## config.mk

```make
export PLATFORM = sky130hd
export DESIGN_NAME = ov_cfg_seq
export DESIGN_NICKNAME = d
export VERILOG_FILES = /design/src/rtl/ov_cfg_pkg.sv /design/src/rtl/ov_cfg_rom.sv /design/src/rtl/ov_cfg_seq.sv
export SDC_FILE = /design/constraint.sdc
export NUM_CORES = 1
export LEC_CHECK = 0
export ABC_AREA = 1
export CAP_MARGIN = 20
export CORE_MARGIN = 1
export CORE_UTILIZATION = 50
export DETAILED_ROUTE_END_ITERATION = 6
export PLACE_DENSITY_LB_ADDON = 0.05
export RECOVER_POWER = 25
export SYNTH_ARGS = -nofsm -noshare
export SYNTH_HDL_FRONTEND = slang
export SYNTH_SLANG_ARGS = --single-unit
```

## constraint.sdc

```tcl
create_clock -name clk -period 2.15 [get_ports clk]
set_clock_uncertainty 0.05 [all_clocks]
set_input_delay 0.43 -clock clk [delete_from_list [all_inputs] [get_ports clk]]
set_output_delay 0.43 -clock clk [all_outputs]
set_load 0.05 [all_outputs]
```

## src/rtl/ov_cfg_pkg.sv

```systemverilog
// Shared types and constants for the OV camera configuration sequencer.
package ov_cfg_pkg;

    typedef enum logic [3:0] {
        ST_IDLE,
        ST_PWR_WAIT,
        ST_WR_REQ,
        ST_WR_WAIT,
        ST_RST_WAIT,
        ST_RD_REQ,
        ST_RD_WAIT,
        ST_GAP,
        ST_DONE,
        ST_ERR
    } state_t;

    localparam logic [7:0] SWRST_ADDR = 8'h12;
    localparam int         SWRST_BIT  = 7;

    typedef struct packed {
        logic [7:0] addr;
        logic [7:0] data;
    } cfg_entry_t;

    // A write of COM7 with bit 7 set resets the sensor and wipes its registers.
    function automatic logic is_swrst(cfg_entry_t e);
        return (e.addr == SWRST_ADDR) && e.data[SWRST_BIT];
    endfunction

    function automatic int max_of(int a, int b);
        return (a > b) ? a : b;
    endfunction

endpackage

```

## src/rtl/ov_cfg_rom.sv

```systemverilog
// Fixed sensor register table; combinational index -> {addr, data} lookup.
module ov_cfg_rom
    import ov_cfg_pkg::*;
#(
    parameter int REG_NUM = 8
) (
    input  logic [7:0]  idx,
    output logic [15:0] entry
);

    cfg_entry_t e;

    always_comb begin
        // NOTE: default assigned first so every path drives e and no latch is inferred.
        e = '{addr: 8'hFF, data: 8'hFF};
        if (int'(idx) < REG_NUM) begin
            case (idx)
                8'd0:    e = '{addr: 8'h12, data: 8'h80};
                8'd1:    e = '{addr: 8'h11, data: 8'h01};
                8'd2:    e = '{addr: 8'h12, data: 8'h14};
                8'd3:    e = '{addr: 8'h0C, data: 8'h04};
                8'd4:    e = '{addr: 8'h3E, data: 8'h00};
                8'd5:    e = '{addr: 8'h70, data: 8'h3A};
                8'd6:    e = '{addr: 8'h71, data: 8'h35};
                8'd7:    e = '{addr: 8'h72, data: 8'h11};
                default: e = '{addr: 8'hFF, data: 8'hFF};
            endcase
        end
    end

    assign entry = e;

endmodule

```

## src/rtl/ov_cfg_seq.sv

```systemverilog
// Walks the sensor register table, writing each entry over SCCB and
// optionally reading it back, then reports done or the first failing index.
module ov_cfg_seq
    import ov_cfg_pkg::*;
#(
    parameter int REG_NUM   = 8,
    parameter int DLY_PWRUP = 1_000_000,
    parameter int DLY_SWRST = 50_000,
    parameter int GAP       = 500,
    parameter int TIMEOUT   = 4096,
    parameter int VERIFY    = 1
) (
    input  logic       clk,
    input  logic       rst_n,
    input  logic       start,
    output logic       wr_en,
    output logic [7:0] wr_addr,
    output logic [7:0] wr_data,
    input  logic       wr_done,
    output logic       rd_en,
    input  logic [7:0] rd_data,
    input  logic       rd_vld,
    output logic       busy,
    output logic       cfg_done,
    output logic       cfg_err,
    output logic [7:0] err_idx
);

    localparam int CNT_MAX = max_of(max_of(DLY_PWRUP, DLY_SWRST), max_of(GAP, TIMEOUT));
    localparam int CNT_W   = (CNT_MAX > 1) ? $clog2(CNT_MAX) : 1;

    localparam logic [CNT_W-1:0] PWR_LAST = CNT_W'(DLY_PWRUP - 1);
    localparam logic [CNT_W-1:0] RST_LAST = CNT_W'(DLY_SWRST - 1);
    localparam logic [CNT_W-1:0] GAP_LAST = CNT_W'(GAP - 1);
    localparam logic [CNT_W-1:0] TO_LAST  = CNT_W'(TIMEOUT - 1);
    localparam logic [7:0]       IDX_LAST = 8'(REG_NUM - 1);

    state_t           state;
    logic [7:0]       idx;
    logic [CNT_W-1:0] cnt;
    logic [7:0]       rom_idx;
    logic [15:0]      rom_entry;
    cfg_entry_t       rom_e;

    // The next entry is loaded while leaving GAP, so look one index ahead there.
    assign rom_idx = (state == ST_GAP) ? idx + 8'd1 : idx;
    assign rom_e   = cfg_entry_t'(rom_entry);

    ov_cfg_rom #(.REG_NUM(REG_NUM)) u_rom (
        .idx   (rom_idx),
        .entry (rom_entry)
    );

    always_ff @(posedge clk or negedge rst_n) begin
        if (!rst_n) begin
            state    <= ST_IDLE;
            idx      <= '0;
            cnt      <= '0;
            wr_en    <= 1'b0;
            wr_addr  <= '0;
            wr_data  <= '0;
            rd_en    <= 1'b0;
            busy     <= 1'b0;
            cfg_done <= 1'b0;
            cfg_err  <= 1'b0;
            err_idx  <= '0;
        end else begin
            // NOTE: non-blocking throughout so every register updates from pre-edge values.
            wr_en <= 1'b0;
            rd_en <= 1'b0;
            case (state)
                ST_IDLE, ST_DONE, ST_ERR: begin
                    if (start) begin
                        state    <= ST_PWR_WAIT;
                        idx      <= '0;
                        cnt      <= '0;
                        busy     <= 1'b1;
                        cfg_done <= 1'b0;
                        cfg_err  <= 1'b0;
                        err_idx  <= '0;
                    end
                end
                ST_PWR_WAIT: begin
                    if (cnt == PWR_LAST) begin
                        cnt     <= '0;
                        state   <= ST_WR_REQ;
                        wr_en   <= 1'b1;
                        wr_addr <= rom_e.addr;
                        wr_data <= rom_e.data;
                    end else begin
                        cnt <= cnt + 1'b1;
                    end
                end
                ST_WR_REQ: begin
                    state <= ST_WR_WAIT;
                    cnt   <= '0;
                end
                ST_WR_WAIT: begin
                    // A pulse landing on the final count still counts as in time.
                    if (wr_done) begin
                        cnt <= '0;
                        if (is_swrst(cfg_entry_t'({wr_addr, wr_data}))) begin
                            state <= ST_RST_WAIT;
                        end else if (VERIFY != 0) begin
                            state <= ST_RD_REQ;
                            rd_en <= 1'b1;
                        end else begin
                            state <= ST_GAP;
                        end
                    end else if (cnt == TO_LAST) begin
                        state   <= ST_ERR;
                        busy    <= 1'b0;
                        cfg_err <= 1'b1;
                        err_idx <= idx;
                    end else begin
                        cnt <= cnt + 1'b1;
                    end
                end
                ST_RST_WAIT: begin
                    if (cnt == RST_LAST) begin
                        cnt   <= '0;
                        state <= ST_GAP;
                    end else begin
                        cnt <= cnt + 1'b1;
                    end
                end
                ST_RD_REQ: begin
                    state <= ST_RD_WAIT;
                    cnt   <= '0;
                end
                ST_RD_WAIT: begin
                    if (rd_vld) begin
                        cnt <= '0;
                        if (rd_data == wr_data) begin
                            state <= ST_GAP;
                        end else begin
                            state   <= ST_ERR;
                            busy    <= 1'b0;
                            cfg_err <= 1'b1;
                            err_idx <= idx;
                        end
                    end else if (cnt == TO_LAST) begin
                        state   <= ST_ERR;
                        busy    <= 1'b0;
                        cfg_err <= 1'b1;
                        err_idx <= idx;
                    end else begin
                        cnt <= cnt + 1'b1;
                    end
                end
                ST_GAP: begin
                    if (cnt == GAP_LAST) begin
                        cnt <= '0;
                        if (idx == IDX_LAST) begin
                            state    <= ST_DONE;
                            busy     <= 1'b0;
                            cfg_done <= 1'b1;
                        end else begin
                            idx     <= idx + 8'd1;
                            state   <= ST_WR_REQ;
                            wr_en   <= 1'b1;
                            wr_addr <= rom_e.addr;
                            wr_data <= rom_e.data;
                        end
                    end else begin
                        cnt <= cnt + 1'b1;
                    end
                end
                default: state <= ST_IDLE;
            endcase
        end
    end

endmodule

```

### After elaboration in Yosys (flattened, before gate mapping)

Memory sizes are Yosys's and may differ from the RTL's.
Cells that the tools add are included.

* add/subtract/negate cells: 2
* reduce and logical (&&, ||, !) cells: 17
* equal/unequal tests: 24
* order comparisons: 1
* mux-type cells: 63

Operators by type and width (count)
* 20-bit 2-to-1 mux: 7
* 20-bit one-hot mux with 7 select lines: 1
* 8-bit 2-to-1 mux: 14
* 8-bit one-hot mux with 2 select lines: 3
* 4-bit 2-to-1 mux: 9
* 16-bit 2-to-1 mux: 2
* 4-bit one-hot mux with 8 select lines: 1
* 8-bit one-hot mux with 3 select lines: 1
* 1-bit 2-to-1 mux: 21
* 20-bit by 1-bit adder with 20-bit output, second input constant: 1
* 20-bit by 12-bit == test with 1-bit output, second input constant: 1
* 20-bit by 16-bit == test with 1-bit output, second input constant: 1
* 20-bit == test, second input constant: 1
* 20-bit by 9-bit == test with 1-bit output, second input constant: 1
* 4-bit AND reduction: 5
* 4-bit by 3-bit == test with 1-bit output, second input constant: 4
* 2-bit inequality test, second input constant: 5
* 8-bit by 1-bit adder with 8-bit output, second input constant: 1
* 4-bit by 2-bit == test with 1-bit output, second input constant: 2
* 4-bit == test, second input constant: 2
* 8-bit by 3-bit == test with 1-bit output, second input constant: 1
* 8-bit by 5-bit == test with 1-bit output, second input constant: 1
* 8-bit == test: 1
* 8-bit by 4-bit < comparator with 1-bit output, second input constant: 1
* other kinds (17): 20

* bits in read-only memories: 112
* memories kept: 1
* logic and storage cells: 119
* bits in registers: 61
* output and inout port bits: 29
* bits of input ports: 13

Memory list
* (name not given): depth 8, width 14, read ports 1, clocked after Yosys merged registers in 0, write ports 0, line ov_cfg_rom.sv:17 `case (idx)`

### Depth between registers and ports, before layout

Gate-level depths: netlist (run 1).

* depth in word-level cells: 8
* depth in mapped cells: 13
* gate-level depth less buffers: 12

### Modules after synthesis

From an unflattened synthesis (run 1), not the netlist that was laid out.

* cell total of the unflattened synthesis: 745
* area total of the unflattened synthesis: 4899.7 µm²

Modules (own cells, without submodules)
* ov_cfg_seq: cells an instance 698, area an instance 4633.2 µm², times used 1
* ov_cfg_rom: cells an instance 47, area an instance 266.5 µm², times used 1

### Worst setup path after synthesis (run 1)

OpenSTA, ideal clock, no wires.

* path kind: flip-flop to flip-flop
* start: register state[3]
* end: register wr_addr[1]
* path slack: -215 ps
* data arrival time: 2197 ps
* data required time: 1982 ps
* cell stages (with the launch flop): 12
* path buffers: 1
* cells stage by stage: dfrtp_1 inv_2 nand2_2 nor2_8 buf_1 ha_1 ha_1 or2_2 o21ai_0 nand3_1 nand2_1 nand2_1

* cells in the longest elaborated chain, start to end: 8
* elaborated cells between the ends (all ways): 17
* classes of those cells: order compare (1); eq/ne (5); mux (7); reduce/logical (3); memory (1)

RTL lines
* from (decl): line ov_cfg_seq.sv:38 `state_t state;`
* from (signal assigned): line ov_cfg_seq.sv:56 `state <= ST_IDLE;`
* from (signal assigned): line ov_cfg_seq.sv:74 `state <= ST_PWR_WAIT;`
* from (signal assigned): line ov_cfg_seq.sv:86 `state <= ST_WR_REQ;`
* 4-bit by 3-bit == test with 1-bit output: line ov_cfg_seq.sv:46, ov_cfg_seq.sv:71
* 8-bit 2-to-1 mux: line ov_cfg_seq.sv:46 `assign rom_idx = (state == ST_GAP) ? idx + 8'd1 : idx;`
* memory read 8 x 14 bit / 5-bit zero test (equally long branches)
* 16-bit 2-to-1 mux: line ov_cfg_rom.sv:17
* 16-bit 2-to-1 mux: line ov_cfg_rom.sv:16 `if (int'(idx) < REG_NUM) begin`
* 8-bit 2-to-1 mux: line ov_cfg_seq.sv:154 `if (idx == IDX_LAST) begin`
* 8-bit 2-to-1 mux: line ov_cfg_seq.sv:152 `if (cnt == GAP_LAST) begin`
* 8-bit one-hot mux with 2 select lines: line ov_cfg_seq.sv:71 `case (state)`
* to (signal assigned): line ov_cfg_seq.sv:88 `wr_addr <= rom_e.addr;`
* to (signal assigned): line ov_cfg_seq.sv:162 `wr_addr <= rom_e.addr;`
* to (decl): line ov_cfg_seq.sv:17 `output logic [7:0] wr_addr,`

Parallel ways exist; a longest one is shown, timed or not. The select of a mux whose other input is x is not followed.
A chain may end at the register's enable or synchronous reset.

### Worst setup path after layout (run 1)

* start: register wr_data[6]
* end: output port wr_data[6]

RTL lines
* from (decl): line ov_cfg_seq.sv:18 `output logic [7:0] wr_data,`
* from (signal assigned): line ov_cfg_seq.sv:89 `wr_data <= rom_e.data;`
* from (signal assigned): line ov_cfg_seq.sv:163 `wr_data <= rom_e.data;`

No word-level cell between the ends.

==> flow_summary.yaml, run 1 <==
clocking:
  cts_tree: "done"
  cts_sinks: 58
  insertion_delay_ns: 0.34
  cts_max_path_buffers: 2
  path_clk_slew_ns: 0.07
  numCtsBuffers: 9
  htreeDepth: 3
  root_buffer: "clkbuf_8"
critical_path:
  worstPathArrival_ns: 1.61
  endpoint_kind: "output port"
  worst_ep_required_time_ns: 1.67
  path_cells: "clkdlybuf4s50_1"
  criticalPathCategory: "reg2out"
  cp_slowest_stage_delay_ns: 0.84
  slowest_stage: "clkdlybuf4s50_1"
  worst-path-buf-inv: 1
  startpoint_type: "flop"
  path_delay_family: "buffers and inverters"
  cp_max_fo: 5
min_path:
  hp-class: "reg2reg"
die:
  dieWidth_um: 97.3
  boundaryPins: 42
  coreArea_um2: 8760
  die-area_um2: 9470
  fp.dieH_um: 97.3
  initial_utilization_pct: 51.8
  row_count: 34
pwr:
  finalPower_mw: 6.10
  comb_power_share_pct: 55.9
  power.switching_mw: 3.01
  switching_share_pct: 49.4
  p_seq_share_pct: 27.1
  power_density_nw_per_um2: 1100
  leakagePower_nw: 2.99
  peakVddDrop_uv: 1150
  p_clk_share_pct: 17.0
  p_int_mw: 3.09
final_layout:
  area_delta_synth_final_pct: 21.5
  fin_util_pct: 63.0
  nNetsFinal: 807
  antenna_cells: 0
  drive_gt1_share_pct: 14.4
grt:
  grt_pass1_wl_um: 22500
  antenna_found_initial: 0
  grt_pass1_vias: 4670
  grt_overflow: 0
  grt_start_max_net_pins: 59
  grt_usage_pct: 29.9
logic_synthesis:
  synth_seq_cells: 58
  ys_warn_count: 0
  synth_cells: 713
  synth_top_area_cell: "dfrtp_1"
  synth_fp_nets: 734
  synthFlopType: "dfrtp_1"
  ys_seq_area_share_pct: 31.9
  yosys.area.top_type_share_pct: 31.9
  ys_types: 41
  syn_area_per_cell_um2: 6.37
  synth.most_common_cell: "nand2_1"
  synth_commonest_cells: "nand2_1, nand3_1, inv_1"
  synth.area.top_cells: "dfrtp_1, nand2_1, nand3_1"
  synth-edff-count: 0
  netlist_area_um2: 4540
  async_flop_share_pct: 100
sta:
  worst_pin_slew_ns: 1.50
  hold_ws_ns: 0.423
  relSlewSlack_pct: 0.238
  clock.fmax_ghz: 0.480
  setup_violations: 0
  period_needed_ns: 2.09
  maxSlewViolCount: 0
  period_share_pct: 97.0
  rsz0062_at_grt: "no"
  finalSetupTns_ns: 0
  hold_viol_final: 0
outcome:
  violations: "max-capacitance violations"
  outcome: "finished with violations"
detailed_routing:
  post-route-drc-count: 0
  dr.pass1.iters: 5
  avgViaCountPerCell: 5.45
  drt-total-wl_um: 13600
  wl_per_cell_um: 15.1
  postRouteAntennaNets: 0
  drt_iter0_drc: 355
  dr_total_vias: 4889
placement:
  io_buffers: 41
  place_hpwl_um: 10500
  gp_congestion: 0.957
job:
  cap_violations: 1
cells in the final DEF (no fill, tap or decap), drive strengths merged:
master | Yosys | layout
nand2 | 263 | 263
nand3 | 102 | 102
inv | 84 | 84
nor2 | 84 | 84
dfrtp | 58 | 58
buf | 17 | 41
clkdlybuf4s50 | 0 | 39
o21ai | 34 | 34
nand4 | 17 | 17
a21oi | 13 | 13
clkbuf | 3 | 12
nor3 | 9 | 9
ha | 8 | 8
nand3b | 5 | 5
clkinv | 1 | 3
o21bai | 2 | 2
xor2 | 2 | 2
nor4 | 2 | 2
o22ai | 2 | 2
xnor2 | 2 | 2
o211ai | 1 | 1
or2 | 1 | 1
o31ai | 1 | 1
a41oi | 1 | 1
a31oi | 1 | 1
bufinv | 0 | 1
dlymetal6s2s | 0 | 1
power by group through the flow:
stage / registers, mW / clock network (mW) / logic (mW)
floorplan: 2.22 / 0 / 1.77
finish: 1.65 / 1.04 / 3.41
global route: 1.70 / 1.10 / 3.73
CTS: 1.65 / 1.05 / 3.40
global placement: 1.66 / 0 / 3.36
detailed placement: 1.66 / 0 / 3.39
worst paths after layout:
check / endpoint / startpoint / cells after the start / slack (ns)
max: wr_data[6] / wr_data[6] / 1 / 0.06
min reg2reg: err_idx[3] / err_idx[3] / 2 / 0.42
min in group asynchronous: cnt[8] / rst_n / 2 / 0.46
min: err_idx[3] / err_idx[3] / 2 / 0.42
max reg2reg: wr_addr[1] / state[3] / 10 / 0.12
max in group asynchronous: state[2] / rst_n / 2 / 0.57
layer usage:
layer	track usage, %	part of all wire (%)	vias to the layer above	wire (um)
met1	37.2	42	2243	5690
met3	4.68	4.8	40	655
met4	14.7	4.0	0	542
met2	50.6	49	181	6660
li1	-	-	2425	-
met5	0	0	-	0
metrics by stage:
step	area (um2)	setup WS [ns]	cells
2_1_floorplan	4570	0.0160	713
3_3_place_gp	5300	0.0398	882
3_5_place_dp	5300	-0.0250	882
4_1_cts	5490	0.0302	896
5_1_grt	5520	0.00267	897
6_report	5520	0.0648	897
timing repair:
item                                    in CTS  in global routing
resized for setup                            0                 14
setup buffers                                0                  1
hold endpoints to repair                     0                  0
hold buffers                                 0                  0
endpoints found under the setup margin       0                 44
logic make-up (layout without fill, tap and decap cells):
logic type | after synthesis | count (layout) | synth area share [%]
AND/OR/NAND/NOR | 483 | 483 | 47.7
buffers and inverters | 105 | 181 | 10.2
flip-flops | 58 | 58 | 31.9
AO/OA/AOI/OAI | 55 | 55 | 7.19
adder cells (fa/ha/maj) | 8 | 8 | 2.20
XOR/XNOR | 4 | 4 | 0.771
state kept, by name, indices dropped and copies added, names as in the netlist, 4 cells and up:
name and flops:
wr_addr 6, state 4, idx 8, err_idx 8, wr_data 7, cnt 20
area by class of cell:
class	count	area (um2)
Multi-Input combinational cell	550	2680
Tap cell	108	135
Clock buffer	11	151
Timing Repair Buffer	82	738
Inverter	85	324
Clock inverter	3	40.0
Sequential cell	58	1450
Fill cell	851	3240
(Power assumes the default switching activity.)
==> run 2: changes to the inputs <==
Settings changed: DONT_BUFFER_PORTS set to 1.
==> flow_summary.yaml, run 2 (synthesized netlist as in run 1, its figures left out) <==
outcome:
  outcome: "complete, no violations"
clocking:
  cts_tree: "done"
  numCtsBuffers: 9
  root_buffer: "clkbuf_8"
  cts_max_path_buffers: 2
  path_clk_slew_ns: 0.08
  htreeDepth: 3
  insertion_delay_ns: 0.35
  cts_sinks: 58
detailed_routing:
  postRouteAntennaNets: 0
  drt-total-wl_um: 13900
  drt_iter0_drc: 248
  avgViaCountPerCell: 5.57
  dr_total_vias: 4810
  wl_per_cell_um: 16.1
  post-route-drc-count: 0
  dr.pass1.iters: 5
placement:
  place_hpwl_um: 10600
  dp.cells: 843
  io_buffers: 0
  gp_congestion: 0.976
  place_area_um2: 4900
die:
  die-area_um2: 9470
  coreArea_um2: 8760
  fp.dieH_um: 97.3
  initial_utilization_pct: 51.8
  row_count: 34
  boundaryPins: 42
  dieWidth_um: 97.3
grt:
  grt_pass1_wl_um: 23000
  grt_pass1_vias: 4701
  antenna_found_initial: 0
  grt_overflow: 0
  grt_usage_pct: 30.5
  grt_start_max_net_pins: 59
final_layout:
  layoutNonFillerInstCount: 864
  drive_gt1_share_pct: 15.5
  area_delta_synth_final_pct: 14.3
  stdcell_area_um2: 5190
  final_common_cell: "nand2_1"
  layout_common_cells: "nand2_1, nand3_1, inv_1"
  fill_cells: 834
  nNetsFinal: 772
  antenna_cells: 0
  reg.largest.list: "cnt x20, err_idx x8, idx x8"
  largest_register_ffs: 20
  largest-register: "cnt"
min_path:
  hp-class: "in2reg"
  holdPathStages: 3
critical_path:
  criticalPathCategory: "reg2reg"
  startpoint_type: "flop"
  endpoint_kind: "flop"
  worst_ep_required_time_ns: 2.38
  cp_max_fo: 5
  worstPathArrival_ns: 2.24
  reg2regPathDepth: 9
pwr:
  leakagePower_nw: 2.86
  peakVddDrop_uv: 1160
  power_density_nw_per_um2: 1170
sta:
  setup_violations: 0
  period_needed_ns: 2.02
  hold_viol_final: 0
  relSlewSlack_pct: 44.1
  period_share_pct: 93.9
  clock.fmax_ghz: 0.495
  worst_pin_slew_ns: 0.839
  maxSlewViolCount: 0
job:
  cap_violations: 0
run 2: power by group:
group          total [mW]  switching, mW  internal, mW
clock                1.20          0.511         0.686
sequential           1.89          0.522          1.37
combinational        2.98           2.05         0.930
run 2: final cells by class:
type	count	area (um2)	share of cell area, %
Clock inverter	6	90.1	1.73
Sequential cell	58	1450	28.0
Timing Repair Buffer	47	380	7.33
Inverter	85	324	6.24
Multi-Input combinational cell	550	2670	51.4
Tap cell	108	135	2.60
Clock buffer	10	138	2.65
run 2: final timing paths:
check / startpoint / end / slack (ns)
max in group asynchronous: rst_n / state[2] / 0.72
setup / recovery: cnt[13] / state[2] / 0.13
min in group asynchronous: rst_n / cnt[19] / 0.72
hold / removal: wr_done / cnt[15] / 0.29
hold reg to reg: idx[5] / err_idx[5] / 0.50
setup reg to reg: cnt[13] / state[2] / 0.13
run 2: per-stage QoR:
stage	util [%]	setup TNS, ns	hold slack [ns]	setup WS, ns	power (mW)
floorplan	-	0	0.0844	0.0160	4.00
global placement	55.9	0	0.0855	0.109	4.75
detailed placement	55.9	0	0.0855	0.0420	4.79
CTS	58.9	0	0.280	0.0436	6.04
global route	59.3	-0.000148	0.303	-0.000148	6.45
finish	59.3	0	0.293	0.131	6.07
run 2: layer usage:
metal | wire, um | track usage (%) | up-vias
li1 | - | - | 2350
met4 | 643 | 16.0 | 0
met2 | 6880 | 53.7 | 191
met1 | 5460 | 36.1 | 2226
met5 | 0 | 0 | -
met3 | 899 | 4.24 | 43
run 2: worst max-delay path: stages (launching register included):
cell and delay, ns:
dfrtp_1 0.43, nor2_2 0.21, nand2_1 0.12, nor3_1 0.21, nand3_1 0.13, nand2_1 0.11, nand3_1 0.16, nor2_1 0.32
nand2_1 0.11, nand2_1 0.08
run 2: what timing repair did:
item	CTS	global route
hold buffers	2	0
resized for setup	0	10
hold endpoints to repair	58	0
buffers inserted	0	3
setup endpoints to repair	0	39
